==> src/rtl/ser_pkg.sv <==
// Shared definitions for the byte serializer.
//   state_t   : serializer FSM states (IDLE, SHIFT)
//   DEF_WIDTH : default bits per word
//   DEF_DIV   : default clock cycles per bit period
package ser_pkg;

  typedef enum logic {
    IDLE  = 1'b0,
    SHIFT = 1'b1
  } state_t;

  localparam int DEF_WIDTH = 8;
  localparam int DEF_DIV   = 1;

endpackage

==> src/rtl/byte_serializer_bit_pacer.sv <==
// Bit-period pacer: counts DIV clock cycles per serial bit and flags the
// last cycle of each period.
// Ports:
//   clk  : rising-edge clock
//   res  : synchronous active-low reset
//   en   : count while high (serializer is shifting)
//   load : a new word enters the shifter; restarts the bit period
//   tick : last cycle of the current bit period (en must be high)
module bit_pacer
  import ser_pkg::*;
#(
  parameter int DIV = DEF_DIV
) (
  input  logic clk,
  input  logic res,
  input  logic en,
  input  logic load,
  output logic tick
);

  localparam int CW = (DIV > 1) ? $clog2(DIV) : 1;
  localparam logic [CW-1:0] LAST = CW'(DIV - 1);

  logic [CW-1:0] div_cnt;

  // With DIV=1 LAST is 0 and the counter never leaves 0.
  always_ff @(posedge clk) begin
    if (!res || load) begin
      div_cnt <= '0;
    end else if (en) begin
      div_cnt <= (div_cnt == LAST) ? '0 : div_cnt + 1'b1;
    end
  end

  assign tick = en & (div_cnt == LAST);

endmodule

==> src/rtl/byte_serializer.sv <==
// Parallel-to-serial converter with a one-word holding register so that
// consecutive words stream without a gap.
// Ports:
//   clk         : rising-edge clock
//   res         : synchronous active-low reset
//   din         : parallel word in
//   din_valid   : din is valid
//   din_ready   : a word can be accepted this cycle
//   sout        : serial data out
//   sout_valid  : sout carries a live bit
//   bit_tick    : last cycle of each bit period (downstream shift enable)
//   frame_start : high for the whole first bit period of a word
//   frame_end   : high for the whole last bit period of a word
//   busy        : shifting or holding register full
module byte_serializer
  import ser_pkg::*;
#(
  parameter int WIDTH     = DEF_WIDTH,
  parameter bit LSB_FIRST = 1'b0,
  parameter int DIV       = DEF_DIV
) (
  input  logic             clk,
  input  logic             res,
  input  logic [WIDTH-1:0] din,
  input  logic             din_valid,
  output logic             din_ready,
  output logic             sout,
  output logic             sout_valid,
  output logic             bit_tick,
  output logic             frame_start,
  output logic             frame_end,
  output logic             busy
);

  localparam int BW = (WIDTH > 1) ? $clog2(WIDTH) : 1;
  localparam logic [BW-1:0] LAST_BIT = BW'(WIDTH - 1);

  state_t           state, state_n;
  logic             hold_full;
  logic [WIDTH-1:0] hold_data;
  logic [WIDTH-1:0] shreg;
  logic [BW-1:0]    bit_cnt;

  logic xfer, tick, last_tick, shifting;
  logic load_din, load_hold, hold_set, hold_clr, shift;

  assign shifting  = (state == SHIFT);
  assign din_ready = res & ~hold_full;
  assign xfer      = din_valid & din_ready;
  assign last_tick = tick & (bit_cnt == LAST_BIT);

  bit_pacer #(
    .DIV (DIV)
  ) u_pacer (
    .clk  (clk),
    .res  (res),
    .en   (shifting),
    .load (load_din | load_hold),
    .tick (tick)
  );

  always_comb begin
    state_n   = state;
    load_din  = 1'b0;
    load_hold = 1'b0;
    hold_set  = 1'b0;
    hold_clr  = 1'b0;
    shift     = 1'b0;
    unique case (state)
      IDLE: begin
        if (xfer) begin
          load_din = 1'b1;
          state_n  = SHIFT;
        end
      end
      SHIFT: begin
        if (last_tick) begin
          // din_ready is low whenever hold is full, so at most one of
          // these two reload sources can apply.
          if (hold_full) begin
            load_hold = 1'b1;
            hold_clr  = 1'b1;
          end else if (xfer) begin
            load_din = 1'b1;
          end else begin
            state_n = IDLE;
          end
        end else begin
          shift    = tick;
          hold_set = xfer;
        end
      end
      default: state_n = IDLE;
    endcase
  end

  // Control state
  always_ff @(posedge clk) begin
    if (!res) begin
      state     <= IDLE;
      hold_full <= 1'b0;
      bit_cnt   <= '0;
    end else begin
      state <= state_n;
      if (hold_set) begin
        hold_full <= 1'b1;
      end else if (hold_clr) begin
        hold_full <= 1'b0;
      end
      if (load_din || load_hold) begin
        bit_cnt <= '0;
      end else if (shift) begin
        bit_cnt <= bit_cnt + 1'b1;
      end
    end
  end

  // Data path: contents only matter while the matching control flag is set,
  // so these registers carry no reset.
  always_ff @(posedge clk) begin
    if (hold_set) begin
      hold_data <= din;
    end
    if (load_din) begin
      shreg <= din;
    end else if (load_hold) begin
      shreg <= hold_data;
    end else if (shift) begin
      shreg <= LSB_FIRST ? (shreg >> 1) : (shreg << 1);
    end
  end

  assign sout        = shifting & (LSB_FIRST ? shreg[0] : shreg[WIDTH-1]);
  assign sout_valid  = shifting;
  assign bit_tick    = tick;
  assign frame_start = shifting & (bit_cnt == '0);
  assign frame_end   = shifting & (bit_cnt == LAST_BIT);
  assign busy        = shifting | hold_full;

endmodule
==> config.mk <==
export PLATFORM = sky130hd
export DESIGN_NAME = byte_serializer
export DESIGN_NICKNAME = d
export VERILOG_FILES = /design/src/rtl/ser_pkg.sv /design/src/rtl/byte_serializer_bit_pacer.sv /design/src/rtl/byte_serializer.sv
export SDC_FILE = /design/constraint.sdc
export NUM_CORES = 1
export LEC_CHECK = 0
export CAP_MARGIN = 20
export CORE_MARGIN = 2
export CORE_UTILIZATION = 51
export CTS_BUF_LIST = sky130_fd_sc_hd__clkbuf_4 sky130_fd_sc_hd__clkbuf_8 sky130_fd_sc_hd__clkbuf_16
export DETAILED_ROUTE_END_ITERATION = 12
export GPL_ROUTABILITY_DRIVEN = 0
export PLACE_DENSITY = 0.77
export RECOVER_POWER = 50
export SYNTH_ARGS = -nofsm -noshare
export SYNTH_HDL_FRONTEND = slang
export SYNTH_HIERARCHICAL = 1
export SYNTH_SLANG_ARGS = --single-unit
==> constraint.sdc <==
create_clock -name clk -period 2 [get_ports clk]
set_input_delay 0.3 -clock clk [delete_from_list [all_inputs] [get_ports clk]]
set_output_delay 0.3 -clock clk [all_outputs]
set_load 0.05 [all_outputs]
# Yosys cells after proc, flatten, opt, wreduce, memory -nomap -nowiden

Cells that the tools add are included.

Bits in registers: 22
Latch bits: 0
RAM bits: 0
Bits in read-only memories: 0
Input port bits: 11
Logic and storage cells: 49
Memories kept: 0

$add $sub $neg: 2
Multipliers: 0
Divide/modulo/power cells: 0
Order comparisons: 0
Eq/ne operators: 1
Shifts and indexed selects: 0
Multiplexer cells: 20
Bitwise logic cells: 13
Reduce and logical (&&, ||, !) cells: 7

Operator list:

| kind                                                          | number |
|---|---|
| 8-bit two-way mux                                             | 3 |
| 1-bit two-way mux                                             | 15 |
| 1-bit AND                                                     | 7 |
| 1-bit inverter                                                | 4 |
| 1-bit one-hot mux with 2 select lines                         | 2 |
| 3-bit by 1-bit adder with 3-bit output, second input constant | 1 |
| 3-bit == test, second input constant                          | 1 |
| 3-bit zero test                                               | 1 |
| 3-bit nonzero test                                            | 1 |
| 1-bit logical OR                                              | 2 |
| 1-bit bitwise OR                                              | 2 |
| 2-bit nonzero test                                            | 1 |
| 2-bit OR reduction                                            | 1 |
| 1-bit adder, second input constant                            | 1 |
| 1-bit zero test                                               | 1 |

# Depth between registers and ports, before layout

Word-level depth: 9
Mapped depth: 5

# Cells and area by module

The synthesis kept the hierarchy.

Modules (own cells, without submodules):

| module          | times used | cells each | area each (µm²) |
|---|---|---|---|
| byte_serializer | 1          | 76         | 1,057.3 |
| bit_pacer       | 1          | 1          | 7.5 |

# Least setup slack after synthesis

No wires, ideal clock.

Path type: reg2reg
Start point: register hold_full
End point: register shreg[0], enable pin
Library setup time: 0.329 ns
Data arrival time: 1.848 ns
Data required time: 1.671 ns
Setup slack: -0.177 ns
Stages on the path, launching flop included: 5
Buffers on the path: 1
Period minus slack after synthesis: 2.177 ns
Cells stage by stage: dfxtp_1 buf_6 nor2b_1 nand3_4 nand2_1

Cells in the longest elaborated chain, start to end: 8

RTL lines:

| item                                    | line                                         | source |
|---|---|---|
| start, declared                         | byte_serializer.sv:39                        | `logic hold_full;` |
| start signal, assigned                  | byte_serializer.sv:101                       | `hold_full <= 1'b0;` |
| start signal, assigned                  | byte_serializer.sv:106                       | `hold_full <= 1'b1;` |
| start signal, assigned                  | byte_serializer.sv:108                       | `hold_full <= 1'b0;` |
| 1-bit inverter *                        | byte_serializer.sv:48                        | `assign din_ready = res & ~hold_full;` |
| 1-bit AND *                             | byte_serializer.sv:48                        |  |
| net din_ready                           | byte_serializer.sv:26                        | `output logic din_ready,` |
| 1-bit AND *                             | byte_serializer.sv:49                        | `assign xfer = din_valid & din_ready;` |
| 1-bit two-way mux *                     | byte_serializer.sv:71, byte_serializer.sv:83 |  |
| 1-bit two-way mux                       | byte_serializer.sv:80                        | `if (hold_full) begin` |
| 1-bit two-way mux                       | byte_serializer.sv:77                        | `if (last_tick) begin` |
| 1-bit one-hot mux with 2 select lines * | byte_serializer.sv:69                        | `unique case (state)` |
| 3-bit nonzero test (no source line) *   | n/a                                          |  |
| end signal, assigned                    | byte_serializer.sv:125                       | `shreg <= din;` |
| end signal, assigned                    | byte_serializer.sv:127                       | `shreg <= hold_data;` |
| end signal, assigned                    | byte_serializer.sv:129                       | `shreg <= LSB_FIRST ? (shreg >> 1) : (shreg << 1);` |
| end, declared                           | byte_serializer.sv:41                        | `logic [WIDTH-1:0] shreg;` |

Mark *: on every way through the listed nets, which the timed path passes. The rest lies on a longest branch.
A chain may end at the register's enable or synchronous reset.

# Worst setup path after layout

Start point: register bit_cnt[0]
End point: output port frame_end

Cells in the longest elaborated chain, start to end: 2

RTL lines:

| item                   | line                   | source |
|---|---|---|
| start, declared        | byte_serializer.sv:42  | `logic [BW-1:0] bit_cnt;` |
| start signal, assigned | byte_serializer.sv:113 | `bit_cnt <= bit_cnt + 1'b1;` |
| 3-bit == test          | byte_serializer.sv:137 | `assign frame_end = shifting & (bit_cnt == LAST_BIT);` |
| 1-bit AND              | byte_serializer.sv:137 |  |
| end, declared          | byte_serializer.sv:31  | `output logic frame_end,` |

No other way between the ends.

==> metrics.txt <==
mapped cell area=1060 µm²; Worst setup startpoint=bit_cnt[0]; setup ws final=93.1 ps; Worst-Skew Late Latency=290 ps; power per standard cell area=669 nW/µm²; clock-pin slew on the worst setup and hold paths=120 ps; clock root buffer=clkbuf_4; core area=1960 µm²; hpwl dp=1.30 mm; syn avg cell area=approximately 14 µm²; Setup WS pre-CTS=84.2 ps; first-pass GRT wire length=slightly below 3 mm; RSZ-0062 raised after global routing=no; Worst Setup Path Type=reg2out; RR Startpoint=bit_cnt[1]; post-cts resize count=0; syn_nets=90; GR Util All Layers=0.158; status=finished clean; Worst Path Arrival=between 1500 and 2000 ps; Peak VDD IR=roughly 0.00046 V; crit-path cells=ha_1, ha_1, buf_4, and2_2, buf_12; Antenna Cells=0; WP depth=5; IO buf count=17; Site Rows=16; Hold Fails Final Rpt=0; Sink Count=21; filler instances=around 170; ANT nets after route=0; WP buf/inv=2; part of the cycle the worst path needs=0.953; Multi-input gate area=439 µm²; initial antenna violation count=0; Starting Density=0.541; crit path capture=frame_end; Slowest cell on crit path=dfxtp_1; largest net degree at the start of global routing=22; detailed-route via count=~630; layout cell share with drive strength beyond 1=0.357; CP dominant cell by count=ha_1; slew margin rel.=0.606; Worst Tran Pin Value=594 ps; Worst Reg-to-Reg Cells=5; vias in the first global route=634; Area Overhead vs Synth=21.9%; crit start category=register; io pins=18; Worst path max stage delay=around 340 ps; Die Height=49.6 µm; Hold Buf Count CTS=0; Max Cap Violations=0; Mapped Cells=76; die width=49.6 µm; H-Tree Depth=1; Ys Warns=6; CP Capture Type=output pin; Initial DRC Count=8; final core utilization=0.659; Reg2Reg Setup Slack=approximately 150 ps; die area=2460 µm²; RR Endpoint=shreg[1]; Final TNS setup=0 ps; min Tclk post-route=between 1500 and 2000 ps; Via-to-Cell Ratio=5.01; Post-CTS Setup Bufs=0; FF/Latch Area=just under 600 µm²; routed wire length=roughly 1.7 mm; CP required=about 1700 ps; Residual DRC=0; clk_skew=1.05 ps; worst hold path class=reg2reg; CTS tree=done; number of CTS-inserted buffers=3; nets@finish=113; Worst path top cell family by delay=adder cells; crit-path max FO=4; Setup Viol. Count Final=0; max-slew violations=0; CTS max path bufs=2; 1st-pass router iterations=4; f_max=roughly 0.52 GHz; drt wl/cell=between 10 and 15 µm; GRT overflow=0; Leak Pwr=0.531 nW
final cells by class:
type,count,share of cell area
sequential,21,0.450
multi-input combinational,47,0.339
timing repair buffer,21,0.149
tap,27,0.0261
clock buffer,3,0.0174
inverter,5,0.0145
clock inverter,1,0.00387
worst reg2reg max path, cell delays in order, from the launching register on:
cell	delay (ps)
dfxtp_1	370
ha_1	160
ha_1	260
nand4_4	220
mux2_2	340
mux2_4	260
through the flow:
stage,total power [mW],hold WS [ps],instances,area [µm²]
6_report,0.866,548,125,1290
3_5_place_dp,0.687,527,121,1280
3_3_place_gp,0.683,513,121,1280
2_1_floorplan,0.629,399,76,1060
5_1_grt,0.908,581,125,1290
4_1_cts,0.884,553,125,1310
worst min path at each step:
stage,start,to,slack (ps),cells after the start
6_report,bit_cnt[2],bit_cnt[2],550,2
5_1_grt,bit_cnt[1],bit_cnt[1],580,2
4_1_cts,bit_cnt[2],bit_cnt[2],550,2
3_5_place_dp,bit_cnt[2],bit_cnt[2],530,2
3_3_place_gp,bit_cnt[1],bit_cnt[1],510,2
2_1_floorplan,din[0],hold_data[0],400,0
routing by layer:
layer	GRT usage	share of wire
met5	0	0
met2	0.262	0.49
met3	0.0303	0.038
met4	0.0556	0.0083
met1	0.207	0.46
cell usage in the layout, fill, tap and decap left out, types with 2 or more instances in the layout:
master            n
clkbuf_2          3
buf_4             4
clkdlybuf4s50_1   2
mux2_2            8
buf_12            2
a21bo_2           2
ha_1              3
edfxtp_1         16
mux2_4            7
inv_1             5
dlygate4sd3_1     8
dfxtp_1           4
clkbuf_1          2
mux2i_1           2
nand2_1           4
nor2_1            5
clkbuf_4          3
state kept, by name, summed over array words and instances (netlist names):
register,cells
shreg,8
hold_data,8
hold_full,1
bit_cnt,3
sout_valid,1
power by group:
| group | switching, mW | internal, mW | leakage, nW |
|---|---|---|---|
| Combinational | 0.0813 | 0.0734 | 0.324 |
| Clock | 0.125 | 0.0743 | 0.0177 |
| Sequential | 0.0169 | 0.495 | 0.189 |
(Power assumes the default switching activity.)
